### config.mk
export PLATFORM = sky130hd
export DESIGN_NAME = etomux
export DESIGN_NICKNAME = d
export VERILOG_FILES = /design/src/rtl/etomux_pkg.sv /design/src/rtl/etomux_core.sv /design/src/rtl/etomux.sv
export SDC_FILE = /design/constraint.sdc
export NUM_CORES = 1
export LEC_CHECK = 0
export ABC_CLOCK_PERIOD_IN_PS = 1550
export BUFFER_PORTS_ARGS = -buffer_cell sky130_fd_sc_hd__buf_4
export CAP_MARGIN = 5
export CORE_MARGIN = 3
export CORE_UTILIZATION = 42
export DETAILED_ROUTE_END_ITERATION = 7
export PLACE_DENSITY = 0.87
export SKIP_LAST_GASP = 1
export SLEW_MARGIN = 10
export SYNTH_ARGS = -nofsm -noshare
export SYNTH_HDL_FRONTEND = slang
export SYNTH_HIERARCHICAL = 1
export SYNTH_SLANG_ARGS = --single-unit
export TNS_END_PERCENT = 100
### constraint.sdc
create_clock -name clk -period 1.55 [get_ports clk]
set_input_delay 0.155 -clock clk [delete_from_list [all_inputs] [get_ports clk]]
set_output_delay 0.155 -clock clk [all_outputs]
set_load 0.01 [all_outputs]
### src/rtl/etomux_pkg.sv
// Shared sizing constants and the select decode helper for the etomux block.
package etomux_pkg;

  localparam int N_CH      = 8;
  localparam int SEL_W     = 3;
  localparam int CNT_W_DEF = 8;

  // Shifting a single one into place keeps X/Z on the select visible as X in simulation.
  function automatic logic [N_CH-1:0] onehot(input logic [SEL_W-1:0] sel);
    return {{(N_CH-1){1'b0}}, 1'b1} << sel;
  endfunction

endpackage

### src/rtl/etomux_core.sv
// Combinational 8:1 mux and one-hot select decoder with no clocked state.
module etomux_core
  import etomux_pkg::*;
(
  input  logic [N_CH-1:0]  a,
  input  logic [SEL_W-1:0] s,
  output logic             q,
  output logic [N_CH-1:0]  sel_oh
);

  // NOTE: every always_comb output is assigned on every path, so no latch can be inferred.
  always_comb begin
    q      = a[s];
    sel_oh = onehot(s);
  end

endmodule

### src/rtl/etomux.sv
// Mux top: combinational select path plus registered output, edge pulses and a saturating high-cycle counter.
module etomux
  import etomux_pkg::*;
#(
  parameter int CNT_W = CNT_W_DEF
) (
  input  logic [N_CH-1:0]  a,
  input  logic [SEL_W-1:0] s,
  output logic             q,
  input  logic             clk,
  input  logic             rst_n,
  input  logic             en,
  output logic [N_CH-1:0]  sel_oh,
  output logic             q_r,
  output logic             q_rise,
  output logic             q_fall,
  output logic [CNT_W-1:0] hi_cnt
);

  logic q_r_d;

  etomux_core u_core (
    .a      (a),
    .s      (s),
    .q      (q),
    .sel_oh (sel_oh)
  );

  // NOTE: sequential state uses non-blocking assignments so all registers see pre-edge values.
  always_ff @(posedge clk or negedge rst_n) begin
    if (!rst_n) begin
      q_r   <= 1'b0;
      q_r_d <= 1'b0;
    end else begin
      if (en) q_r <= q;
      // The delayed copy follows every cycle, so a held q_r stops pulsing after one cycle.
      q_r_d <= q_r;
    end
  end

  always_ff @(posedge clk or negedge rst_n) begin
    if (!rst_n)
      hi_cnt <= '0;
    else if (q_r && (hi_cnt != {CNT_W{1'b1}}))
      hi_cnt <= hi_cnt + CNT_W'(1);
  end

  // Both pulses are zero while in reset because q_r and q_r_d are both cleared.
  assign q_rise = q_r & ~q_r_d;
  assign q_fall = ~q_r & q_r_d;

endmodule

==> results of run 1 <==
==> worst min path at each step <==
stage | from | to | slack, ps | depth (start not counted)
finish | en | q_r$_DFFE_PN0P_ | 150 | 2
global route | en | q_r$_DFFE_PN0P_ | 140 | 2
CTS | en | q_r$_DFFE_PN0P_ | 150 | 2
detailed placement | rst_n | hi_cnt[7]$_DFFE_PN0P_ | -10 | 1
global placement | rst_n | hi_cnt[6]$_DFFE_PN0P_ | -10 | 1
floorplan | rst_n | hi_cnt[0]$_DFFE_PN0P_ | -140 | 0
==> where the power goes <==
| group | total (µW) | switching, µW | internal, µW |
|---|---|---|---|
| Combinational | 520 | 231 | 289 |
| Clock | 168 | 78.6 | 89.1 |
| Sequential | 492 | 133 | 359 |
| Total | 1180 | 443 | 737 |
==> layout by cell type (no fill, tap or decap) <==
cell and instances:
sky130_fd_sc_hd__nand4_1 1, sky130_fd_sc_hd__o21ai_0 1, sky130_fd_sc_hd__nor2_1 4, sky130_fd_sc_hd__nand2_1 3, sky130_fd_sc_hd__mux2_4 1, sky130_fd_sc_hd__inv_1 3, sky130_fd_sc_hd__dlygate4sd3_1 1, sky130_fd_sc_hd__a21oi_1 3
sky130_fd_sc_hd__o22ai_2 2, sky130_fd_sc_hd__nor2b_1 3, sky130_fd_sc_hd__a221oi_2 1, sky130_fd_sc_hd__mux2i_1 1, sky130_fd_sc_hd__nand3_1 4, sky130_fd_sc_hd__ha_1 1, sky130_fd_sc_hd__mux2_2 2, sky130_fd_sc_hd__and4_1 1
sky130_fd_sc_hd__nor3b_1 1, sky130_fd_sc_hd__o211ai_1 2, sky130_fd_sc_hd__xnor2_1 4, sky130_fd_sc_hd__dfrtp_1 10, sky130_fd_sc_hd__clkbuf_4 3, sky130_fd_sc_hd__and2_1 1, sky130_fd_sc_hd__buf_4 33, sky130_fd_sc_hd__o21ai_2 1
sky130_fd_sc_hd__nand4_2 1, sky130_fd_sc_hd__and3_1 3, sky130_fd_sc_hd__mux2_1 1, sky130_fd_sc_hd__a2bb2oi_1 1, sky130_fd_sc_hd__nand2b_1 1, sky130_fd_sc_hd__nor3_1 2, sky130_fd_sc_hd__nand2b_2 1
==> cells by family (layout without fill, tap and decap cells) <==
| family | Yosys count | after routing | share of synthesized area [%] |
|---|---|---|---|
| multiplexers | 5 | 5 | 9.269 |
| adder cells (fa/ha/maj) | 1 | 1 | 1.972 |
| buffers and inverters | 6 | 40 | 5.522 |
| flip-flops | 10 | 10 | 39.45 |
| AND/OR/NAND/NOR | 26 | 26 | 23.67 |
| XOR/XNOR | 4 | 4 | 5.522 |
| AO/OA/AOI/OAI | 11 | 11 | 14.59 |
==> registers in the layout, summed over array words and instances (netlist names) <==
signal / count
hi_cnt: 8
q_r: 1
q_r_d: 1
==> routing by layer <==
metal	GRT usage (%)	vias up
met5	0	-
met4	4.678	0
met3	6.375	2
met2	32.66	14
met1	18.55	292
li1	-	297
==> cell type report <==
type,instances,area (µm²),share of cell area [%]
multi-input combinational,47,349.1,38.38
tap,15,18.77,2.063
inverter,3,11.26,1.238
timing repair buffer,34,257.7,28.34
clock buffer,3,22.52,2.476
sequential,10,250.2,27.51
==> through the flow <==
stage / cells / utilization, %
floorplan: 63 / -
global placement: 108 / 64.19
detailed placement: 108 / 64.19
CTS: 112 / 66.58
global route: 112 / 66.58
finish: 112 / 66.58
==> what timing repair did <==
| action | in CTS | in global routing |
|---|---|---|
| hold buffers | 1 | 0 |
| endpoints found under the hold margin | 10 | 0 |
| endpoints found under the setup margin | 0 | 0 |
==> critical path, delay by kind of cell, from the launching register on <==
kind                     cells  cell delay [ps]
adder cells (fa/ha/maj)      1              230
flip-flops                   1              410
AO/OA/AOI/OAI                1              190
multiplexers                 1              330
AND/OR/NAND/NOR              1              140
==> impl_summary.md, run 1 <==
Clocking
The clock transition at the registers of the reported paths is about 60 ps. In this run the post-CTS setup repair buffer count came out at 0. The number of buffers on the longest clock path is 2. After clock tree synthesis, the repair step resized 0 gates. Buffers inserted during clock tree synthesis total 3. TritonCTS built the clock tree. In this run the number of H-tree levels came out at 1. The root buffer cell is sky130_fd_sc_hd__clkbuf_4.

The number of sinks handled by clock tree synthesis is 10. The later-pin clock latency in the skew report is ~260 ps.

Yosys
Ranked by instance count, the synthesized netlist is headed by sky130_fd_sc_hd__dfrtp_1, sky130_fd_sc_hd__nand3_1, sky130_fd_sc_hd__nor2_1, sky130_fd_sc_hd__xnor2_1. The sequential fraction of the synthesis area is 39.45%. Synthesis instantiated 31 different standard cells from the library.

During synthesis, Yosys emitted a total of 6 warnings. The number of flops mapped to enable cells by yosys is 0. The cell count after synthesis is 63. Ranked by total cell area, the synthesized netlist is headed by sky130_fd_sc_hd__dfrtp_1, sky130_fd_sc_hd__xnor2_1, sky130_fd_sc_hd__o22ai_2. The synthesized netlist occupies a cell area of 634.4 µm². The fraction of synthesis flops using an asynchronous set or reset pin is 100.0%. The synthesized area divided by synthesized cell count is 10.07 µm².

Counting flops and latches in the post-synthesis netlist gives 10. The leading cell type by number of instances after synthesis is sky130_fd_sc_hd__dfrtp_1. The synthesized netlist net count is 78. The leading area contributor after synthesis is sky130_fd_sc_hd__dfrtp_1. The area share of the largest cell type after synthesis is between 30 and 40%. In the synthesized netlist the dominant register cell turns out to be sky130_fd_sc_hd__dfrtp_1.

Placement
Input and output buffers added on the ports amount to 33. OpenSTA, run right after detailed placement, puts the worst setup slack at 145.6 ps. Detailed placement finished with a half-perimeter wire length of between 1000 and 1500 µm. After detailed placement, the total cell area comes to 877.1 µm². The last weighted congestion value of the routability-driven placer is 0.7804.

STA
Setup violations remaining at the end of the flow were counted as 0. The post-route setup TNS is 0 ps. The slew at the pin closest to its max-slew limit is 263.1 ps. The worst-case setup margin in the final layout is between 100 and 150 ps. Timing would allow up to 707.8 MHz. Across all hold checks on the routed design, the worst slack comes to 149.7 ps. The final critical path takes up 91.15% of the cycle. For the finished layout, the period the worst path requires is 1413 ps.

The worst pin sits at a relative slew slack of 82.46%. Setup repair after global routing left no endpoint under its margin. The number of failing hold endpoints at the final stage was 0. On the final layout, the worst clock skew is 8.570 ps. The max-slew violation total from the final report is 0.

Drt
The uppermost signal routing layer after detailed routing is met4. In the routed design, unresolved DRC markers number 0. The met2 wire length is 849 µm. The routed design uses approximately 80 µm of met3 wire. The total number of vias is 605.

The post-detailed-routing wire length is 1566 µm. Dividing the detail-routed via count by the number of cells gives 5.402. The first TritonRoute pass finished after 4 iterations.

In this run the remaining antenna-violating nets after routing total 0. For this block, the initial DRC count from the detailed router was 18. The detail-routed net length per standard cell is between 10 and 15 µm. In the final routing, the length of wire on met1 measures 627 µm.

Floorplanning
The number of placement rows is 13. 34 I/O pins were placed. The placeable core region is 1366 µm². Measured along the y axis, the die boundary spans 44.87 µm. The die width is between 40 and 50 µm. Once the floorplan was initialized, standard cells occupied 46.43% of the core. The die covers ~2000 µm².

Power and ir drop
The total power is 1180 µW. Summed over all cells, the static leakage comes to 0.0004372 µW. The power density over the cells is 1297 nW/µm². VDD sags by at most 1012 µV.

Flow run
The number of max-cap violations is 0.

Worst setup path
The destination of the critical timing path is hi_cnt[1]$_DFFE_PN0P_. The capturing element type of the critical path is a flop. The maximum single-stage delay on the critical path is slightly above 400 ps. The data arrival time at the worst-slack endpoint is 1550 ps. The reg-to-reg startpoint is hi_cnt[0]$_DFFE_PN0P_.

The reg-to-reg endpoint is hi_cnt[1]$_DFFE_PN0P_. For flop-to-flop paths, the worst setup slack is 140 ps. STA classifies the critical path startpoint as a flop. The cell with the largest stage delay on the worst path is sky130_fd_sc_hd__dfrtp_1. The depth of the worst register-to-register path is 4. The startpoint of the worst setup timing path is hi_cnt[0]$_DFFE_PN0P_.

At the worst endpoint, the required time is 1690 ps. Walking the worst path, the cells encountered are ha_1 > nand3_1 > o21ai_2 > mux2_1. The highest net fanout along the worst path is 4. The worst setup path category is reg2reg.

GRT
The number of antenna violations at the first check in global routing was 0. The largest net degree at the start of global routing is 11. The number of global-route vias before repair is 584. Global routing finished with a remaining overflow of 0.

The first global-routing pass estimated between 2000 and 3000 µm of wire. Global routing used approximately 18% of the available tracks across all layers.

Cells and area
The layout has 116 filler cells. From synthesis to final layout, the design area changed by 43.39%. Cells with a size suffix above 1 make up 46.39% of the layout. The net count of the finished layout is 114.

The number of antenna diodes in the final layout is 0. The final instance area is 909.6 µm².

Status
The flow ran to the end, and the final reports show no timing, DRC or antenna violations.

Min path
The min-delay analysis places its worst path in the category in2reg.
No activity file was read; power rests on OpenSTA's default activity.
==> run 2, diff against run 1 <==
--- a/config.mk
+++ b/config.mk
@@ -8,8 +8,11 @@
 export ABC_CLOCK_PERIOD_IN_PS = 1550
 export BUFFER_PORTS_ARGS = -buffer_cell sky130_fd_sc_hd__buf_4
 export CAP_MARGIN = 5
+export CELL_PAD_IN_SITES_DETAIL_PLACEMENT = 1
+export CELL_PAD_IN_SITES_GLOBAL_PLACEMENT = 2
+export CORE_ASPECT_RATIO = 1.2
 export CORE_MARGIN = 3
-export CORE_UTILIZATION = 42
+export CORE_UTILIZATION = 24
 export DETAILED_ROUTE_END_ITERATION = 7
 export PLACE_DENSITY = 0.87
 export SKIP_LAST_GASP = 1
==> impl_summary.md, run 2 (synthesized netlist as in run 1, its figures left out) <==
Status
The flow ran to the end, and the final reports show no timing, DRC or antenna violations.

Floorplanning
The floorplan step set the die width to 52.93 µm. The initial standard-cell utilization of the core is 26.42%. The die covers 3299 µm². The placeable core region is 2401 µm². Measured along the y axis, the die boundary spans between 60 and 70 µm. The floorplan has 19 rows. Pin placement for this block handled 34 I/O pins.

Cells and area
The proportion of layout cells with a drive suffix above 1 is 46.39%. The top cell types in the final layout, fill and taps aside, are sky130_fd_sc_hd__buf_4, sky130_fd_sc_hd__dfrtp_1, sky130_fd_sc_hd__nand3_1, sky130_fd_sc_hd__xnor2_1, sky130_fd_sc_hd__nor2_1. Compared with the post-synthesis result, the final layout area differs by 46.55%. The number of fill cells is between 200 and 300.

After routing the design area is 929.6 µm². Leaving out fill and tap cells, the most frequent cell in the layout is sky130_fd_sc_hd__buf_4. hi_cnt holds more flip-flops than any other register. The register with the most flip-flops in the layout has 8 of them. The number of antenna repair diodes is 0. In the final layout, the registers with the most flip-flops are hi_cnt x8, q_r x1, q_r_d x1.

After the last flow step, the layout net total stands at around 110.

Drt
The detail-routed net length per standard cell is 13.23 µm. Dividing the detail-routed via count by the number of cells gives 4.656. The first detailed-routing pass took 4 iterations. The post-detailed-routing wire length is 1694 µm. The number of nets with antenna violations after routing is 0. The DRC violation total after the first TritonRoute iteration is 6. The total number of vias is around 600. In the routed design, unresolved DRC markers number 0.

Worst setup path
STA classifies the critical path endpoint as a flop. The worst setup path is of the reg2reg kind. The critical path launch point type is a flop. The highest net fanout along the worst path is 4. STA puts the critical path data required time at between 1500 and 2000 ps. The setup slack of the worst register-to-register path is 140 ps. Walking the worst path, the cells encountered are ha_1 > nand3_1 > o21ai_2 > mux2_1. The depth of the worst register-to-register path is 4. The depth of the critical timing path with buffers and inverters included is 4. The largest single stage delay on the critical path is 410 ps. Data arrives at the worst endpoint at about 1600 ps. For this design, the slowest cell found on the critical path is sky130_fd_sc_hd__dfrtp_1. The gate family responsible for the most delay along the worst path is flip-flops. The buffers plus inverters on the worst setup path is 0.

Min path
The worst hold path was traced through 2 stages. The min-delay analysis places its worst path in the category in2reg.

Clocking
The number of buffers on the longest clock path is 2. The clock transition at the registers of the reported paths is 50 ps. Buffers inserted to repair hold after CTS numbered 1.

The number of setup buffers added after CTS is 0. The clock reaches the later pin of the worst-skew pair after 260 ps. CTS saw 10 sinks. The tree is rooted in a sky130_fd_sc_hd__clkbuf_4. Clock tree synthesis inserted a total of 3 buffers. The number of gates resized after CTS was 0. TritonCTS built the clock tree. CTS built an H-tree with a depth of 1.

GRT
The number of antenna violations at the first check in global routing is 0. For this run, the total global-route usage over all layers was measured as 10.75%. The number of global-route vias before repair was 615. After global routing the overflow that remains totals 0. Entering global routing, the biggest net connects 11 pins. The first global-routing pass estimated 2691 µm of wire.

Power and ir drop
The power density over the cells is ~1300 nW/µm². Summed over all cells, the static leakage comes to roughly 0.00044 µW. The worst supply voltage drop on vdd is 817.1 µV.

Placement
The number of buffers inserted by port buffering is 33. The HPWL reported at the end of detailed placement is 1371 µm. The last weighted congestion value of the routability-driven placer is 0.7587.

The cell area after placement is 897.1 µm².

STA
The setup-violating endpoint count in the final report is 0. The number of failing hold endpoints at the final stage is 0. The max-slew violation total from the final report is 0. The final worst clock skew is around 0.99 ps. Setup repair after global routing left no endpoint under its margin. The maximum clock frequency is 709.2 MHz. The final cycle utilization of the critical path is 90.97%. For the pin with the worst max-slew slack, the measured transition is 258.5 ps. Adding up every negative setup slack in the final design gives 0 ps. The relative slew slack is between 80% and 90%. The post-layout minimum cycle time is 1410 ps.

Flow run
The number of max-cap violations is 0.
==> run 2: cell counts in the layout (fill, tap and decap cells not counted) <==
No cell type changed its count.
==> run 2: per-layer routing <==
metal / track usage (%) / vias up / wire length [µm]
li1: - / 294 / -
met1: 11.57 / 285 / 669
met2: 19.25 / 15 / 953
met3: 2.871 / 2 / 58
met4: 3.834 / 0 / 13
met5: 0 / - / 0
==> run 2: area by class of cell <==
| type | instances | area (µm²) | share of cell area (%) |
|---|---|---|---|
| multi-input cells | 47 | 349.1 | 37.55 |
| repair buffers | 34 | 257.7 | 27.73 |
| flip-flops and latches | 10 | 250.2 | 26.92 |
| well taps | 31 | 38.79 | 4.172 |
| clock buffers | 3 | 22.52 | 2.423 |
| inverters | 3 | 11.26 | 1.211 |
==> run 2: where the power goes <==
part           switching (µW)  internal, µW  total, µW
Sequential                133           360        492
Clock                    74.4          88.8        163
Combinational             233           290        523
==> run 2: final timing paths <==
| kind | end | startpoint |
|---|---|---|
| max in group asynchronous | q_r$_DFFE_PN0P_ | rst_n |
| min reg2reg | hi_cnt[0]$_DFFE_PN0P_ | hi_cnt[0]$_DFFE_PN0P_ |
| max reg2reg | hi_cnt[1]$_DFFE_PN0P_ | hi_cnt[0]$_DFFE_PN0P_ |
| max | hi_cnt[1]$_DFFE_PN0P_ | hi_cnt[0]$_DFFE_PN0P_ |
| min in group asynchronous | hi_cnt[6]$_DFFE_PN0P_ | rst_n |
| min | q_r$_DFFE_PN0P_ | en |
==> run 2: through the flow <==
stage / instances / worst slack (ps) / utilization [%] / hold WS [ps] / total power (µW)
after global routing: 128 / 66.86 / 38.72 / 139.4 / 1271
final: 128 / 140.0 / 38.72 / 145.9 / 1179
after detailed placement: 124 / 147.9 / 37.36 / -10.95 / 1017
after global placement: 124 / 203.8 / 37.36 / -12.24 / 1001
after floorplan: 63 / 190.4 / - / -140.6 / 753.2
after CTS: 128 / 133.0 / 38.72 / 137.9 / 1203
==> run 3, diff against run 2 <==
--- a/config.mk
+++ b/config.mk
@@ -5,16 +5,16 @@
 export SDC_FILE = /design/constraint.sdc
 export NUM_CORES = 1
 export LEC_CHECK = 0
-export ABC_CLOCK_PERIOD_IN_PS = 1550
+export ABC_CLOCK_PERIOD_IN_PS = 1160
 export BUFFER_PORTS_ARGS = -buffer_cell sky130_fd_sc_hd__buf_4
 export CAP_MARGIN = 5
 export CELL_PAD_IN_SITES_DETAIL_PLACEMENT = 1
 export CELL_PAD_IN_SITES_GLOBAL_PLACEMENT = 2
 export CORE_ASPECT_RATIO = 1.2
 export CORE_MARGIN = 3
-export CORE_UTILIZATION = 24
+export CORE_UTILIZATION = 22
 export DETAILED_ROUTE_END_ITERATION = 7
-export PLACE_DENSITY = 0.87
+export PLACE_DENSITY = 0.85
 export SKIP_LAST_GASP = 1
 export SLEW_MARGIN = 10
 export SYNTH_ARGS = -nofsm -noshare
==> constraint.sdc (replaced) <==
create_clock -name clk -period 1.16 [get_ports clk]
set_input_delay 0.116 -clock clk [delete_from_list [all_inputs] [get_ports clk]]
set_output_delay 0.116 -clock clk [all_outputs]
set_load 0.01 [all_outputs]
==> impl_summary.md, run 3 (synthesized netlist as in run 1, its figures left out) <==
Status
The run finished, with violations left. The final reports fail on setup timing.

GRT
The residual overflow from global routing is 0. The number of antenna violations at the first check in global routing is 0. The number of global-route vias before repair is approximately 740. The first global-routing pass estimated 3160 µm of wire. The largest net degree at the start of global routing is 11. In the global route stage, overall resource usage came out at 12.01%.

STA
The worst hold slack is approximately 86 ps. The slew at the pin closest to its max-slew limit is around 240 ps. The setup-violating endpoint count in the final report is 6. The maximum clock frequency is 800.3 MHz. Setup repair after global routing could not meet its margin everywhere.

Subtracting the final worst setup slack from the clock period gives 1250 ps. The final worst clock skew is approximately 5.2 ps. The worst path uses 107.7% of the clock period. The number of failing hold endpoints at the final stage is 0. Setup slack on the critical path of the routed design comes to -89.51 ps. The max-slew violation total from the final report was 0. The relative slew slack is about 84%.

Placement
The number of buffers inserted by port buffering is 33. The cell total after placement is 138. Detailed placement ended at an HPWL of 1549 µm. The cell area after placement is just under 1000 µm². The congestion estimate from routability-driven global placement came to 0.7745.

Cells and area
The register with the most flip-flops in the layout has 8 of them. The area overhead of the layout relative to synthesis is 84.42%. The number of antenna diodes in the final layout is 0. The proportion of layout cells with a drive suffix above 1 is between 60% and 70%.

After the last flow step, the layout net total stands at 134. More flip-flops sit in one register than any other, and that register is hi_cnt. In the final layout, the registers with the most flip-flops are hi_cnt x8, q_r x1, q_r_d x1. The number of standard cells in the layout, taps in and fillers out is 151.

The number of fill cells is 330. In the layout the commonest cells are sky130_fd_sc_hd__buf_4, sky130_fd_sc_hd__dfrtp_1, sky130_fd_sc_hd__nor2_1. The final instance area is 1170 µm². The commonest non-fill, non-tap cell in the layout is sky130_fd_sc_hd__buf_4.

Flow run
The tool flagged a number of max-cap violations equal to 0.

Drt
The DRC violation count after routing is 0. In this run, the number of DRC markers left after iteration 0 of detailed routing was 1. After detailed routing, the number of vias per cell comes to 4.629.

The routed layout has 699 vias. The routed design has 2114 µm of wire. The detail-routed net length per standard cell is 14.00 µm. The count of TritonRoute iterations in the first routing pass is 2. The number of nets with antenna violations after routing is 0.

Floorplanning
From bottom edge to top edge, the die measures 64.83 µm. Measured along the x axis, the die boundary spans 55.02 µm. The die covers 3567 µm².

The initial standard-cell utilization of the core is 23.92%. The floorplan step defined a core boundary enclosing 2653 µm². The number of ports placed on the die boundary is 34.

The number of placement rows is 20.

Clocking
CTS placed an instance of sky130_fd_sc_hd__clkbuf_4 at the clock tree root. The number of buffers on the longest clock path is 2. The number of buffers added by the clock tree synthesis step is 3. The clock transition at the registers of the reported paths is 70 ps. The later-pin clock latency in the skew report is 270 ps. The tree built by TritonCTS fans out to 10 sinks. TritonCTS built the clock tree. The deepest level of the CTS H-tree is 1.

Power and ir drop
In this run the static leakage power is 0.0005576 µW. The worst supply voltage drop on vdd is between 700 and 800 µV. Power spread over the standard cell area amounts to 1810 nW/µm².

Worst setup path
The slowest stage of the critical path is the sky130_fd_sc_hd__dfrtp_1 cell. The gate family responsible for the most delay along the worst path is flip-flops. The signal on the critical path passes through ha_2 > nand3_2 > o21ai_2 > mux2_4. The buffers plus inverters on the worst setup path is 0. The data required time of the worst path is between 1000 and 1500 ps. The data arrival time at the worst-slack endpoint is 1410 ps.

The maximum single-stage delay on the critical path is roughly 360 ps. The critical path launch point type is a flop. The capturing element type of the critical path is a flop. Of all nets on the critical path, the largest fanout is 2. The worst setup path category is reg2reg.

Min path
The path type of the worst min-delay path is in2reg.
-- run 3: cell count changes in the layout (fill, tap and decap cells not counted), sizes merged --
cell,delta
buf,+20
clkbuf,+1
-- run 3: area by class of cell --
| class | count | area, µm² | share of cell area, % |
|---|---|---|---|
| Inverter | 3 | 11.26 | 0.9626 |
| Tap cell | 33 | 41.29 | 3.529 |
| Multi-Input combinational cell | 47 | 411.6 | 35.19 |
| Clock buffer | 4 | 36.28 | 3.102 |
| Sequential cell | 10 | 250.2 | 21.39 |
| Timing Repair Buffer | 54 | 419.2 | 35.83 |
-- run 3: worst paths after layout --
path	startpoint	end	slack, ps	depth (start not counted)
worst min-delay path	en	q_r$_DFFE_PN0P_	90	2
min in group asynchronous	rst_n	hi_cnt[1]$_DFFE_PN0P_	210	2
max in group asynchronous	rst_n	hi_cnt[2]$_DFFE_PN0P_	800	2
worst min register to register	hi_cnt[5]$_DFFE_PN0P_	hi_cnt[5]$_DFFE_PN0P_	580	2
worst max-delay path	hi_cnt[1]$_DFFE_PN0P_	hi_cnt[1]$_DFFE_PN0P_	-90	4
worst max register to register	hi_cnt[1]$_DFFE_PN0P_	hi_cnt[1]$_DFFE_PN0P_	-90	4
-- run 3: layer usage --
metal  GRT usage [%]  wire length (µm)  up-vias
met5               0                 0        -
met3           2.759               175        2
met2           22.78              1176       30
met1           11.78               742      329
met4           4.559                19        0
li1                -                 -      338
-- run 3: where the power goes --
| part | internal, µW | switching [µW] | total (µW) |
|---|---|---|---|
| registers | 480 | 112 | 592 |
| logic | 706 | 496 | 1200 |
| clock network | 191 | 132 | 322 |
| total | 1380 | 740 | 2120 |
-- run 3: repair_timing --
action,4_1_cts,5_1_grt
gates resized for setup,4,15
hold endpoints to repair,10,0
buffers inserted,6,6
pin swaps,5,6
endpoints found under the setup margin,6,13
hold buffers,1,0
-- run 3: worst reg2reg max path, stage by stage (launching register included) --
cell	delay, ps
sky130_fd_sc_hd__dfrtp_1	360
sky130_fd_sc_hd__ha_2	190
sky130_fd_sc_hd__nand3_2	100
sky130_fd_sc_hd__o21ai_2	180
sky130_fd_sc_hd__mux2_4	310
-- run 3: per-stage QoR --
stage          worst slack, ps  power [µW]  setup TNS [ps]  utilization, %
4_1_cts                 -92.73        2039          -519.2           41.37
3_5_place_dp            -168.3        1570          -360.8           37.41
3_3_place_gp            -91.51        1526          -128.1           37.41
5_1_grt                 -138.5        2265          -782.2           44.10
2_1_floorplan           -198.9        1011          -253.1               -
6_report                -89.51        2117          -298.4           44.10
